$ cat config.mk
export PLATFORM = sky130hd
export DESIGN_NAME = muldiv_unit
export DESIGN_NICKNAME = d
export VERILOG_FILES = /design/src/rtl/muldiv_unit.sv
export SDC_FILE = /design/constraint.sdc
export NUM_CORES = 1
export LEC_CHECK = 0
export ABC_AREA = 0
export BUFFER_PORTS_ARGS = -buffer_cell sky130_fd_sc_hd__buf_2
export CORE_UTILIZATION = 60
export DETAILED_ROUTE_END_ITERATION = 10
export GPL_TIMING_DRIVEN = 0
export HOLD_SLACK_MARGIN = 0.1
export PLACE_DENSITY_LB_ADDON = 0.05
export SETUP_SLACK_MARGIN = 0.1
export SYNTH_ARGS = -nofsm -noshare
export SYNTH_HDL_FRONTEND = slang
export SYNTH_SLANG_ARGS = --single-unit
export TNS_END_PERCENT = 20
$ cat constraint.sdc
create_clock -name clk -period 7.05 [get_ports clk]
set_clock_uncertainty 0.05 [all_clocks]
set_input_delay 1.0575 -clock clk [delete_from_list [all_inputs] [get_ports clk]]
set_output_delay 1.0575 -clock clk [all_outputs]
set_load 0.05 [all_outputs]
$ cat src/rtl/muldiv_unit.sv
// Iterative RV32M multiply/divide: shift-add multiply and restoring divide, one bit per cycle.
// Optional MULDIV_EARLY_OUT_EN: zero-operand multiplies and divide corner cases finish one edge after Start.
module muldiv_unit #(
  parameter int DATA_WIDTH = 32,
  parameter int OP_WIDTH   = 3
) (
  input  logic                  clk,
  input  logic                  reset_n,
  input  logic                  Start,
  input  logic                  Flush,
  input  logic [OP_WIDTH-1:0]   Operation,
  input  logic [DATA_WIDTH-1:0] SrcA,
  input  logic [DATA_WIDTH-1:0] SrcB,
  output logic                  Busy,
  output logic                  Done,
  output logic [DATA_WIDTH-1:0] Result
);
  localparam int W  = DATA_WIDTH;
  localparam int CW = $clog2(W);
  localparam logic [W-1:0] MIN_NEG = {1'b1, {(W-1){1'b0}}};

  typedef enum logic [1:0] {IDLE, CALC, DONE} state_t;

  state_t              state;
  logic [OP_WIDTH-1:0] op;
  logic [W-1:0]        hi, lo, src;
  logic [CW-1:0]       cnt;
  logic                neg_q, neg_r, div_zero, ovf;

  // operand decode at Start
  logic         is_div, a_sgn, b_sgn, a_neg, b_neg, dz_in, ov_in, accept;
  logic [W-1:0] a_mag, b_mag;

  always_comb begin
    is_div = Operation[2];
    a_sgn  = is_div ? ~Operation[0] : (Operation[1:0] != 2'b11);
    b_sgn  = is_div ? ~Operation[0] : ~Operation[1];
    a_neg  = a_sgn & SrcA[W-1];
    b_neg  = b_sgn & SrcB[W-1];
    a_mag  = a_neg ? -SrcA : SrcA;
    b_mag  = b_neg ? -SrcB : SrcB;
    dz_in  = (SrcB == '0);
    ov_in  = b_sgn & (SrcA == MIN_NEG) & (&SrcB);
    accept = Start & (state != CALC) & ~Flush;
  end

  // one iteration: hi/lo form the product (multiply) or remainder/quotient (divide)
  logic [W:0]     sum, shifted, diff;
  logic           ge;
  logic [W-1:0]   nxt_hi, nxt_lo, quo, rem, fin_res;
  logic [2*W-1:0] prod;

  always_comb begin
    sum     = {1'b0, hi} + (lo[0] ? {1'b0, src} : '0);
    shifted = {hi, lo[W-1]};
    diff    = shifted - {1'b0, src};
    ge      = ~diff[W];
    if (op[2]) begin
      nxt_hi = ge ? diff[W-1:0] : shifted[W-1:0];
      nxt_lo = {lo[W-2:0], ge};
    end else begin
      nxt_hi = sum[W:1];
      nxt_lo = {sum[0], lo[W-1:1]};
    end
    prod = {nxt_hi, nxt_lo};
    if (neg_q) prod = -prod;
    quo = neg_q ? -nxt_lo : nxt_lo;
    rem = neg_r ? -nxt_hi : nxt_hi;
    if (!op[2])
      fin_res = (op[1:0] == 2'b00) ? prod[W-1:0] : prod[2*W-1:W];
    else if (op[1])
      fin_res = ovf ? '0 : (div_zero ? rem : rem);
    else
      fin_res = div_zero ? '1 : (ovf ? MIN_NEG : quo);
  end

`ifdef MULDIV_EARLY_OUT_EN
  logic         early;
  logic [W-1:0] early_res;
  always_comb begin
    early     = is_div ? (dz_in | ov_in) : ((SrcA == '0) | (SrcB == '0));
    early_res = '0;
    if (is_div) begin
      if (Operation[1]) early_res = dz_in ? SrcA : '0;
      else              early_res = dz_in ? '1 : MIN_NEG;
    end
  end
`endif

  always_ff @(posedge clk or negedge reset_n) begin
    if (!reset_n) begin
      state    <= IDLE;
      Busy     <= 1'b0;
      Done     <= 1'b0;
      Result   <= '0;
      op       <= '0;
      hi       <= '0;
      lo       <= '0;
      src      <= '0;
      cnt      <= '0;
      neg_q    <= 1'b0;
      neg_r    <= 1'b0;
      div_zero <= 1'b0;
      ovf      <= 1'b0;
    end else if (Flush) begin
      state <= IDLE;
      Busy  <= 1'b0;
      Done  <= 1'b0;
    end else if (accept) begin
      op       <= Operation;
      hi       <= '0;
      lo       <= is_div ? a_mag : b_mag;
      src      <= is_div ? b_mag : a_mag;
      cnt      <= CW'(W - 1);
      neg_q    <= a_neg ^ b_neg;
      neg_r    <= a_neg;
      div_zero <= dz_in;
      ovf      <= ov_in;
`ifdef MULDIV_EARLY_OUT_EN
      if (early) begin
        state  <= DONE;
        Busy   <= 1'b0;
        Done   <= 1'b1;
        Result <= early_res;
      end else begin
        state <= CALC;
        Busy  <= 1'b1;
        Done  <= 1'b0;
      end
`else
      state <= CALC;
      Busy  <= 1'b1;
      Done  <= 1'b0;
`endif
    end else begin
      case (state)
        CALC: begin
          hi  <= nxt_hi;
          lo  <= nxt_lo;
          cnt <= cnt - 1'b1;
          if (cnt == '0) begin
            state  <= DONE;
            Busy   <= 1'b0;
            Done   <= 1'b1;
            Result <= fin_res;
          end
        end
        DONE: begin
          state <= IDLE;
          Done  <= 1'b0;
        end
        default: ;
      endcase
    end
  end
endmodule

# --- After elaboration in Yosys (flattened, before gate mapping) ---
# Index checks and enable logic that the tools add are counted.
op_classes:
  div: 0
  magnitude_cmp: 0
  muxes: 37
  mul: 0
  reduce_logical: 13
  eq_ne: 6
  add_sub_neg: 8
  shifts: 0
  bitwise_logic: 12
ops:
  columns: ["op", "n"]
  rows:
  - ["two-way mux 32 bit", 20]
  - ["negator 32 bit", 4]
  - ["two-way mux 64 bit", 1]
  - ["negator 64 bit", 1]
  - ["adder 32 x 32 -> 33 bit", 1]
  - ["subtractor 33 x 32 -> 33 bit", 1]
  - ["== test 32 bit (second input constant)", 1]
  - ["logical NOT 32 bit", 1]
  - ["AND reduction 32 bit", 1]
  - ["two-way mux 5 bit", 2]
  - ["two-way mux 1 bit", 9]
  - ["AND reduction 2 bit", 4]
  - ["bitwise AND 1 bit", 6]
  - ["two-way mux 2 bit", 3]
  - ["nonzero test 3 bit", 2]
  - ["logical NOT 5 bit", 1]
  - ["NOT 1 bit", 5]
  - ["subtractor 5 x 1 -> 5 bit (second input constant)", 1]
  - ["!= test 4 bit (second input constant)", 1]
  - ["case mux 2 bit (2 select lines)", 1]
  - ["AND reduction 4 bit", 1]
  - ["nonzero test 4 bit", 1]
  - ["== test 2 x 1 -> 1 bit (second input constant)", 1]
  - ["== test 2 bit (second input constant)", 1]
  - ["6 further kinds", 6]
totals:
  wordCells: 89
  inputBits: 71
  latch_bits: 0
  reg_bits: 144
  out_inout_bits: 34
  mem_bits_rw: 0
  mem_count: 0
  mem_bits_ro: 0

# --- Depth between registers and ports, before layout ---
depth:
  ltp_word: 9
  mapped_depth: 21
  mapped_depth_nobuf: 17

# --- Worst setup path before layout ---
# No wires, ideal clock.
synth_timing:
  path_kind: "reg-to-reg"
  from: "register lo[31]"
  to: "register Result[31]"
  setup_time_ps: 76
  path_buffers: 1
  path_slack_ps: 2833
  required_ps: 6924
  stages_incl_launch_ff: 19
  period_less_slack_ps: 4217
  arrival_time_ps: 4090
  path_cell_list: "dfrtp_1 > inv_1 > ha_1 > inv_1 > fa_1 > a211oi_2 > o21ai_4 > o2111a_1 > o21ai_2 > a211oi_2 > buf_6 > or3_1 > o311a_1 > nor4_4 > nand4_2 > o41ai_2 > xor2_1 > a221o_1 > o21ai_1"
synth_between:
  elab_chain_cells: 9
  word_cells_on_any_way: 17
  classes_between: "4 x add/sub; 12 x mux; 1 x bitwise"
synth_rtl:
  columns: ["element", "line", "text"]
  rows:
  - ["start, declared", "26", "logic [W-1:0] hi, lo, src;"]
  - ["start signal, assigned", "112", "lo <= is_div ? a_mag : b_mag;"]
  - ["start signal, assigned", "139", "lo <= nxt_lo;"]
  - ["subtractor 33 x 32 -> 33 bit", "56", "diff = shifted - {1'b0, src};"]
  - ["NOT 1 bit", "57", "ge = ~diff[W];"]
  - ["two-way mux 32 bit", "58", "if (op[2]) begin"]
  - ["negator 32 bit", "67", "quo = neg_q ? -nxt_lo : nxt_lo;"]
  - ["two-way mux 32 bit", "67", null]
  - ["two-way mux 32 bit (2 in series)", "74", "fin_res = div_zero ? '1 : (ovf ? MIN_NEG : quo);"]
  - ["two-way mux 32 bit", "71", "else if (op[1])"]
  - ["two-way mux 32 bit (*)", "69", "if (!op[2])"]
  - ["end signal, assigned", "145", "Result <= fin_res;"]
  - ["end, declared", "16", "output logic [DATA_WIDTH-1:0] Result"]
# Mark *: on every way between the ends. The rest lies on a longest branch, timed or not.
# A chain may end at the register's enable or synchronous reset.

# --- Worst setup path in the final report ---
layout_timing:
  from: "register src[8]"
  to: "register Result[31]"
layout_between:
  elab_chain_cells: 9
  word_cells_on_any_way: 19
  classes_between: "5 x add/sub; 13 x mux; 1 x bitwise"
layout_rtl:
  columns: ["element", "line", "text"]
  rows:
  - ["start, declared", "26", null]
  - ["start signal, assigned", "113", "src <= is_div ? b_mag : a_mag;"]
  - ["subtractor 33 x 32 -> 33 bit", "56", null]
  - ["NOT 1 bit", "57", null]
  - ["two-way mux 32 bit", "58", null]
  - ["negator 32 bit", "67", null]
  - ["two-way mux 32 bit", "67", null]
  - ["two-way mux 32 bit (2 in series)", "74", null]
  - ["two-way mux 32 bit", "71", null]
  - ["two-way mux 32 bit (*)", "69", null]
# Marked as above.

==> flow_summary.yaml <==
status:
  status: "finished, final reports clean"
placement:
  dpl.cell_count: 2659
  dp_hpwl_um: 56200
  placed_area_um2: 17500
  pre_cts_slack_ns: 1.61
  gp_congestion: 1.14
  io_buffers: 103
worst_setup_path:
  cp-endpoint: "Result[31]"
  crit_path_start: "src[8]"
  crit_type: "flip-flop to flip-flop"
  r2r-start: "src[8]"
  r2r_cells: 15
  critPathArrivalTime_ns: 6.10
  critPathCaptureType: "flip-flop"
  rr_endpoint: "Result[31]"
  rrSetupSlack_ns: 1.28
  crit_required_ns: 7.38
  crit_fanout: 8
  start_kind: "flip-flop"
synth:
  syn-cell-area_um2: 16500
  async_flop_share: 1.00
  yosysSeqAreaShare: 0.217
  yosys.area.top_type: "dfrtp_1"
  syn_avg_cell_area_um2: 7.45
  ys_top_cells_by_count: "nand2_1, o21ai_0, a21oi_1, nor2_1, dfrtp_1"
  synth_seq_cells: 143
  synthTopCellsByArea: "dfrtp_1, nand2_1, o21ai_0, a21oi_1, xnor2_1"
  netlist_instances: 2214
  synth_top_area_share: 0.217
  yosysMostFrequentCell: "nand2_1"
  synth_ff_type: "dfrtp_1"
  synth_nets: 2358
  ys_types: 106
  synth_edf_count: 0
  synth_warnings: 0
clock_network:
  cts_root_buffer: "clkbuf_16"
  clk_latency_ns: 0.47
  ctsResizeCount: 0
  htree_levels: 4
  numCtsBuffers: 17
  clockBufferDepth: 2
  holdBufCountCts: 0
  clk_pin_slew_worst_paths_ns: 0.07
  cts_sinks: 143
  cts_tree: "built"
  post-cts-setup-buffers: 0
pwr:
  irDropWorstVdd_mv: 0.183
  seq_power_share: 0.180
  pwr-share-comb: 0.672
  p_int_mw: 2.95
  net-switching-power_mw: 3.76
  p_per_area_nw_per_um2: 371
  clock_power_share: 0.148
  switching_share: 0.560
  power.total_mw: 6.72
  power_leakage_nw: 7.62
global_route:
  grt_max_degree: 91
  grtUsageTotal: 0.518
  grt_pass1_wl_um: 110000
  grt_pass1_vias: 18442
  grt_remaining_overflow: 0
  antenna_found_initial: 1
cells_and_area:
  layout.cells.non_filler: 2691
  nFillCells: 2334
  regArea_um2: 3580
  diodes: 0
  area_delta_synth_final_pct: 9.64
  multi_input_area_um2: 12100
  drive_gt1_frac: 0.110
  final_util: 0.671
  final_nets: 2481
  postLayoutCellArea_um2: 18100
route:
  vias: 19571
  routed_wl_um: 72700
  drc: 0
  ant_nets: 0
  post_drt_wl_per_cell_um: 27.0
  avgViaCountPerCell: 7.27
  drt_iter0_drc: 3314
  drt_pre_antenna_iters: 7
sta:
  worstMarginPinSlew_ns: 1.12
  finalSetupViolCount: 0
  rsz0062_at_grt: "no"
  hold_viol: 0
  hold_slack_ns: 0.425
  relSlewSlack: 0.246
  slew_viol_final: 0
  clock.fmax_mhz: 173
  setup_tns_ns: 0
  period_share: 0.818
  fin_crit_ns: 5.77
  timing.final.ws_setup_ns: 1.28
die:
  fp.dieW_um: 168
  initial_utilization: 0.612
  io_pins: 105
  fp.coreArea_um2: 27000
  rows: 60
  die_area_um2: 28200
  die_h_um: 168
flow_run:
  drv_cap: 0
min_path:
  min_path_type: "flip-flop to flip-flop"
sequential cells by signal, indices dropped and copies added (netlist names), 3 cells and up:
signal  cells
Result     32
hi         32
lo         32
src        32
cnt         5
op          3
how the worst min path moves through the flow:
stage | startpoint | end | slack [ns] | depth (start not counted)
after floorplan | op[0] | op[0] | 0.41 | 2
after global placement | Result[1] | Result[1] | 0.41 | 2
after detailed placement | Result[0] | Result[0] | 0.41 | 2
after CTS | Result[17] | Result[17] | 0.43 | 2
after global routing | Result[23] | Result[23] | 0.46 | 2
final | Result[22] | Result[22] | 0.43 | 2
power by group through the flow:
stage	Clock, mW	Sequential, mW	Combinational [mW]
2_1_floorplan	0	1.10	3.00
3_3_place_gp	0	1.19	4.14
3_5_place_dp	0	1.20	4.21
4_1_cts	0.974	1.18	4.25
5_1_grt	1.00	1.21	4.74
6_report	0.996	1.21	4.51
critical path: stages (launching register included):
cell and delay [ns]:
dfrtp_1 0.47, inv_1 0.09, ha_1 0.29, clkbuf_1 0.31
nand4_1 0.30, a2111oi_1 1.04, nor3_1 0.19, o211ai_1 0.22
o311ai_0 0.20, a21oi_1 0.78, and4bb_1 0.42, nand3_2 0.21
o41ai_2 0.44, xor2_1 0.12, a221o_1 0.39, o21ai_1 0.15
layer usage:
layer	part of all wire	wire, um	global-route usage
met5	0.00091	66	0
met4	0.092	6700	0.401
met3	0.15	11000	0.201
met2	0.40	29300	0.746
met1	0.35	25700	0.620
final cells by class:
class / instances / share of cell area
clock buffer: 17 / 0.0235
inverter: 79 / 0.0164
clock inverter: 15 / 0.0104
sequential: 143 / 0.198
buffer: 132 / 0.0315
multi-input combinational: 1860 / 0.666
timing repair buffer: 104 / 0.0304
tap: 341 / 0.0236
kinds of logic after synthesis:
group | count (synthesis) | synth area share
compound gates | 775 | 0.320
fa+ha+maj | 73 | 0.0563
simple gates | 777 | 0.225
xor+xnor | 183 | 0.0971
buf+inv | 211 | 0.0526
flops | 143 | 0.217
mux | 52 | 0.0327
cells in the final DEF (no fill, tap or decap), drive strengths merged, types with 11 or more instances in the layout:
| cell type | n |
|---|---|
| nor4 | 20 |
| a22o | 24 |
| o211ai | 29 |
| a221oi | 15 |
| nand4 | 34 |
| mux2i | 37 |
| clkbuf | 111 |
| or3 | 18 |
| a21oi | 186 |
| a21o | 25 |
| a31oi | 21 |
| buf | 142 |
| nor2 | 184 |
| o41ai | 14 |
| nand2b | 13 |
| o22ai | 18 |
| xor2 | 79 |
| dfrtp | 143 |
| a211oi | 25 |
| o221ai | 19 |
| nand2 | 288 |
| o21a | 17 |
| ha | 71 |
| a2111oi | 11 |
| a22oi | 11 |
| inv | 88 |
| and2 | 45 |
| o31ai | 33 |
| mux2 | 15 |
| o21ai | 224 |
| nor3 | 57 |
| xnor2 | 104 |
| and3 | 14 |
| a21boi | 15 |
| or2 | 19 |
| nor2b | 16 |
| nand3 | 41 |
(Power assumes the default switching activity.)
